`config.mk`:
```
export PLATFORM = sky130hd
export DESIGN_NAME = mem_arbiter
export DESIGN_NICKNAME = d
export VERILOG_FILES = /design/src/rtl/mem_arbiter.sv
export SDC_FILE = /design/constraint.sdc
export NUM_CORES = 1
export LEC_CHECK = 0
export ABC_CLOCK_PERIOD_IN_PS = 2700
export CORE_AREA = 5 5 635 637
export CTS_CLUSTER_DIAMETER = 200
export CTS_CLUSTER_SIZE = 8
export DETAILED_ROUTE_END_ITERATION = 16
export DIE_AREA = 0 0 640 642
export SKIP_CTS_REPAIR_TIMING = 1
export SYNTH_ARGS = -nofsm -noshare
export SYNTH_HDL_FRONTEND = slang
export SYNTH_SLANG_ARGS = --single-unit
```
`constraint.sdc`:
```
create_clock -name clk_i -period 2.7 [get_ports clk_i]
set_input_delay 0.54 -clock clk_i [delete_from_list [all_inputs] [get_ports clk_i]]
set_output_delay 0.54 -clock clk_i [all_outputs]
set_load 0.005 [all_outputs]
```
`src/rtl/mem_arbiter.sv`:
```
// Two-port arbiter sharing one cache-line memory port; grant is held until the memory acks.
// Define ARB_ROUND_ROBIN_EN for round-robin tie-breaking; otherwise port 0 has fixed priority.
module mem_arbiter #(
  parameter int unsigned DATA_W = 256,
  parameter int unsigned ADDR_W = 32
) (
  input  logic              clk_i,
  input  logic              rst_i,
  input  logic              m0_enable_i,
  input  logic              m0_write_i,
  input  logic [ADDR_W-1:0] m0_addr_i,
  input  logic [DATA_W-1:0] m0_data_i,
  output logic              m0_ack_o,
  output logic [DATA_W-1:0] m0_data_o,
  input  logic              m1_enable_i,
  input  logic              m1_write_i,
  input  logic [ADDR_W-1:0] m1_addr_i,
  input  logic [DATA_W-1:0] m1_data_i,
  output logic              m1_ack_o,
  output logic [DATA_W-1:0] m1_data_o,
  output logic              mem_enable_o,
  output logic              mem_write_o,
  output logic [ADDR_W-1:0] mem_addr_o,
  output logic [DATA_W-1:0] mem_data_o,
  input  logic              mem_ack_i,
  input  logic [DATA_W-1:0] mem_data_i
);

  typedef enum logic [1:0] {StIdle, StGrant0, StGrant1} state_e;

  state_e state_q;
  logic   last_grant_q;
  logic   tie_pick1;

`ifdef ARB_ROUND_ROBIN_EN
  assign tie_pick1 = ~last_grant_q;
`else
  // last_grant is kept up to date but does not steer ties in fixed-priority mode.
  logic unused_last_grant;
  assign unused_last_grant = last_grant_q;
  assign tie_pick1         = 1'b0;
`endif

  always_ff @(posedge clk_i or negedge rst_i) begin
    if (!rst_i) begin
      state_q      <= StIdle;
      last_grant_q <= 1'b1;
    end else begin
      case (state_q)
        StIdle: begin
          if (m0_enable_i && (!m1_enable_i || !tie_pick1)) begin
            state_q      <= StGrant0;
            last_grant_q <= 1'b0;
          end else if (m1_enable_i) begin
            state_q      <= StGrant1;
            last_grant_q <= 1'b1;
          end
        end
        // An abandoned request releases the port; its late ack then lands in idle.
        StGrant0: if (mem_ack_i || !m0_enable_i) state_q <= StIdle;
        StGrant1: if (mem_ack_i || !m1_enable_i) state_q <= StIdle;
        default:  state_q <= StIdle;
      endcase
    end
  end

  always_comb begin
    mem_enable_o = 1'b0;
    mem_write_o  = 1'b0;
    mem_addr_o   = '0;
    mem_data_o   = '0;
    case (state_q)
      StGrant0: begin
        mem_enable_o = m0_enable_i;
        mem_write_o  = m0_write_i;
        mem_addr_o   = m0_addr_i;
        mem_data_o   = m0_data_i;
      end
      StGrant1: begin
        mem_enable_o = m1_enable_i;
        mem_write_o  = m1_write_i;
        mem_addr_o   = m1_addr_i;
        mem_data_o   = m1_data_i;
      end
      default: ;
    endcase
  end

  assign m0_ack_o  = mem_ack_i & (state_q == StGrant0);
  assign m1_ack_o  = mem_ack_i & (state_q == StGrant1);
  assign m0_data_o = mem_data_i;
  assign m1_data_o = mem_data_i;

endmodule

```
# Word-level counts from Yosys, hierarchy flattened
# Index checks and enable logic that the tools add are counted.
dict set report word_totals {
  ff_bits 2
  latchBits 0
  ramBits 0
  mem_bits_ro 0
  inputBits 839
  output_inout_bits 804
  wordCells 23
  mem_count 0
}
dict set report op_classes {
  addsub 0
  n_mul 0
  div 0
  magnitude_cmp 0
  n_eq_ne 5
  n_shift 0
  mux 9
  bitwise_logic 2
  reduce_logical 6
}
# operator count
set op_table {}
lappend op_table {{case mux 256 bit (2 select lines)} 1}
lappend op_table {{case mux 32 bit (2 select lines)} 1}
lappend op_table {{two-way mux 2 bit} 4}
lappend op_table {{case mux 2 bit (3 select lines)} 1}
lappend op_table {{inequality test 2 bit (second input constant)} 2}
lappend op_table {{case mux 1 bit (2 select lines)} 2}
lappend op_table {{inequality test 3 bit (second input constant)} 1}
lappend op_table {{AND reduction 3 bit} 1}
lappend op_table {{AND 1 bit} 2}
lappend op_table {{equality test 2 x 1 -> 1 bit (second input constant)} 1}
lappend op_table {{equality test 2 bit (second input constant)} 1}
lappend op_table {{logical NOT 1 bit} 2}
lappend op_table {{logical NOT 2 bit} 1}
lappend op_table {{logical OR 1 bit} 2}

# Logic depth before layout (Yosys ltp)
dict set report depth {
  word_depth 4
  mapped_depth 6
  ltp_nobuf 5
}

# Worst setup path after synthesis
# OpenSTA, ideal clock, no wires.
dict set report synth_timing {
  kind {reg2out}
  start {register state_q[0]}
  end {output mem_data_o[201]}
  arrival_ns 1.280
  required_ns 2.160
  slack_ns 0.880
  stages_incl_launch_ff 7
  path_buffers 3
  cell_sequence {dfrtp_1 -> inv_1 -> ha_1 -> buf_4 -> buf_4 -> buf_2 -> nor2b_1}
}
dict set report synth_between {
  elab_chain_len 2
  elab_cells_between_ends 3
  classes_between {eq/ne: 2; mux: 1}
}
# element line
set synth_lines {}
lappend synth_lines {{from (decl)} 31} ;# state_e state_q;
lappend synth_lines {{from (signal assigned)} 46} ;# state_q <= StIdle;
lappend synth_lines {{from (signal assigned)} 52} ;# state_q <= StGrant0;
lappend synth_lines {{from (signal assigned)} 55} ;# state_q <= StGrant1;
lappend synth_lines {{equality test 2 bit or equality test 2 x 1 -> 1 bit (tied branches)} 72} ;# case (state_q)
lappend synth_lines {{case mux 256 bit (2 select lines) *} 72}
lappend synth_lines {{to (decl)} 24} ;# output logic [DATA_W-1:0] mem_data_o,
# Mark *: on every way between the ends. The rest lies on a longest branch, timed or not.

# Worst setup path in the final report
dict set report layout_timing {
  start {register state_q[0]}
  end {output mem_data_o[98]}
}
# Same word-level chain as after synthesis.

==> flow_metrics.py <==
metrics = {
    "finish": {
        "synthToLayoutAreaGrowth_pct": 172,
        "layout.nets": 2389,
        "reg.largest.list": "state_q: 2 flops",
        "top_register": "state_q",
        "largest_register_ffs": 2,
        "layout-drive-gt1-share_pct": 28.9,
        "fillCellCount": 46700,
    },
    "placed_design": {
        "place.detailed.hpwl_um": 352000,
        "port_buffers": 874,
        "place_congestion": 1.16,
    },
    "detailed_routing": {
        "drt_wl_total_um": 370000,
        "vias_per_cell": 1.92,
        "drt_iter0_drc": 821,
        "first_pass_iters": 7,
        "num_vias": 13200,
        "wl_met3_um": 92400,
        "wl_met2_um": 164000,
        "wl_met1_um": 93200,
        "drcViolationCount": 0,
        "topRoutingLayerUsed": "met5",
        "ant_nets": 0,
        "wl_per_cell_um": 53.9,
    },
    "run_status": {
        "violations": "setup timing",
        "outcome": "finished with violations",
    },
    "setup_path": {
        "worst-setup-path-type": "register to output pin",
        "path_cells": "buf_4 -> ha_4 -> buf_16 -> buf_16 -> a22oi_2 -> nor2b_1 -> buf_12",
        "endpoint_kind": "output pin",
        "arrival_ns": 2.38,
        "critPathLaunch": "state_q[0]",
        "critPathMaxStageDelay_ns": 0.63,
        "reg2regPathDepth": 7,
        "r2r_start": "state_q[0]",
        "reg2reg_to": "state_q[1]",
        "cpMaxStageDelayCell": "a22oi_2",
        "path_max_fanout": 11,
        "worstSetupEndpoint": "mem_data_o[98]",
        "required_ns": 2.16,
        "r2r_slack_ns": 1.03,
        "worstSetupStartpointType": "register",
        "cpMostUsedCell": "buf_16",
    },
    "die": {
        "core-area_mm2": 0.397,
        "die_x_um": 640,
        "io_pins": 1643,
        "start_util_pct": 2.18,
        "rows": 232,
        "die-area_mm2": 0.411,
        "die_h_um": 642,
    },
    "timing": {
        "tightest_slew_ns": 0.841,
        "drv_slew": 0,
        "hold_viol_final": 0,
        "fin_ws_ns": -0.222,
        "final.setup_skew_ns": 0.000890,
        "hold_ws_ns": 0.519,
        "finalSetupTns_ns": -1.57,
        "setup_violations": 13,
        "slew_headroom_pct": 43.9,
        "fin_crit_ns": 2.92,
        "rsz0062_at_grt": "yes",
        "max_freq_mhz": 342,
        "finalCritPeriodShare_pct": 108,
    },
    "worst_hold_path": {
        "hp-class": "primary input to asynchronous set/reset pin",
    },
    "synthesis": {
        "yosysTopAreaCell": "buf_4",
        "synth_top_area_share_pct": 44.9,
        "avgSynthCellArea_um2": 7.18,
        "async_flop_share_pct": 100,
        "synth_cells": 1206,
        "ys_seq_elements": 2,
        "syn_area_mm2": 0.00866,
        "ys_top_cells_by_area": "buf_4 (45%), a22oi_1 (25%), nor2b_1 (21%)",
        "synth_common_cells": "buf_4 (518), nor2b_1 (290), a22oi_1 (289)",
        "yosysSeqAreaShare_pct": 0.578,
        "synth-edff-count": 0,
        "yosys_warnings": 0,
        "yosysMostFrequentCell": "buf_4",
        "synth_nets": 2048,
        "synthFlopType": "dfrtp_1",
        "yosysUniqueCellTypes": 18,
    },
    "global_route": {
        "antenna_found_initial": 402,
        "grt_start_max_net_pins": 65,
        "gr-usage-all-layers_pct": 17.0,
        "overflow": 0,
        "grt_pass1_vias": 11500,
        "grt_first_pass_wirelength_um": 392000,
    },
    "cts": {
        "cts_buffers": 3,
        "root_buffer": "clkbuf_16",
        "cts_buffer_depth": 2,
        "cts.sinks": 2,
        "cts-htree-levels": 1,
        "clock_latency_ns": 0.22,
        "cts_tree": "built",
        "cts.reportedPaths.clkPinSlew_ns": 0.03,
    },
    "pwr": {
        "ir_drop_v": 0.000448,
        "powerDensity_mw_per_mm2": 800,
        "power_leakage_nw": 6.29,
    },
    "run": {
        "drv_cap": 0,
    },
}
==> area by class of cell <==
type	count	area, um2	share of cell area, %
Timing Repair Buffer	944	12100	51.5
Tap cell	5265	6590	28.0
Multi-Input combinational cell	593	4530	19.3
Antenna cell	60	150	0.639
Clock buffer	3	75.1	0.319
Sequential cell	2	50.0	0.213
Inverter	3	11.3	0.0479
==> placed cells by master, fill, tap and decap left out, drive strengths merged <==
master,count
clkdlybuf4s50,614
buf,307
a22oi,290
nor2b,290
diode,60
dlymetal6s2s,14
clkbuf,12
ha,3
inv,3
and2,2
nor3,2
o21ai,2
dfrtp,2
and2b,1
o21bai,1
o22ai,1
a21boi,1
==> worst max-delay path: cells and delay by family, from the launching register on <==
family          cells  cell delay [ns]
compound gates      1             0.63
simple gates        1             0.20
buf+inv             4             0.68
fa+ha+maj           1             0.19
flops               1             0.36
==> metal layers <==
| layer | GRT usage, % | up-vias |
|---|---|---|
| met5 | 0.994 | - |
| met2 | 27.3 | 2387 |
| li1 | - | 4371 |
| met3 | 20.2 | 893 |
| met4 | 6.02 | 204 |
| met1 | 12.2 | 5349 |
==> through the flow <==
stage | cells | total power, mW | util (%) | instance area, um2 | worst slack, ns
after floorplan | 1206 | 5.48 | - | 8660 | 0.880
after CTS | 6786 | 17.6 | 5.65 | 22400 | -0.747
after detailed placement | 6783 | 17.4 | 5.63 | 22400 | -0.515
after global routing | 6824 | 19.9 | 5.89 | 23400 | -0.260
final | 6870 | 18.8 | 5.92 | 23500 | -0.222
after global placement | 6783 | 17.3 | 5.63 | 22400 | -0.486
==> power by group <==
| group | switching (mW) | leakage [nW] | internal [mW] | total (mW) |
|---|---|---|---|---|
| Combinational | 9.91 | 6.22 | 8.64 | 18.5 |
| Sequential | 0.00951 | 0.0257 | 0.0424 | 0.0519 |
| Clock | 0.0348 | 0.0373 | 0.188 | 0.223 |
==> worst min path at each step <==
stage | slack, ns | cells past startpoint | end
final | 0.52 | 1 | state_q[0]
after floorplan | 0.24 | 0 | state_q[0]
after detailed placement | 0.69 | 2 | state_q[1]
after global routing | 0.51 | 1 | state_q[0]
after global placement | 0.67 | 2 | state_q[1]
after CTS | 0.51 | 1 | state_q[0]
==> cells by family (layout without fill, tap and decap cells) <==
family                     Yosys count  after routing  synth area share (%)
other                                0             60                     0
adders and majority gates            3              3                 0.434
and+or+nand+nor                    295            295                  21.3
AOI/OAI and AO/OA                  295            295                  25.7
buffers and inverters              611            950                  52.0
DFF                                  2              2                 0.578
Note: power is estimated with default switching activity, not from simulation.
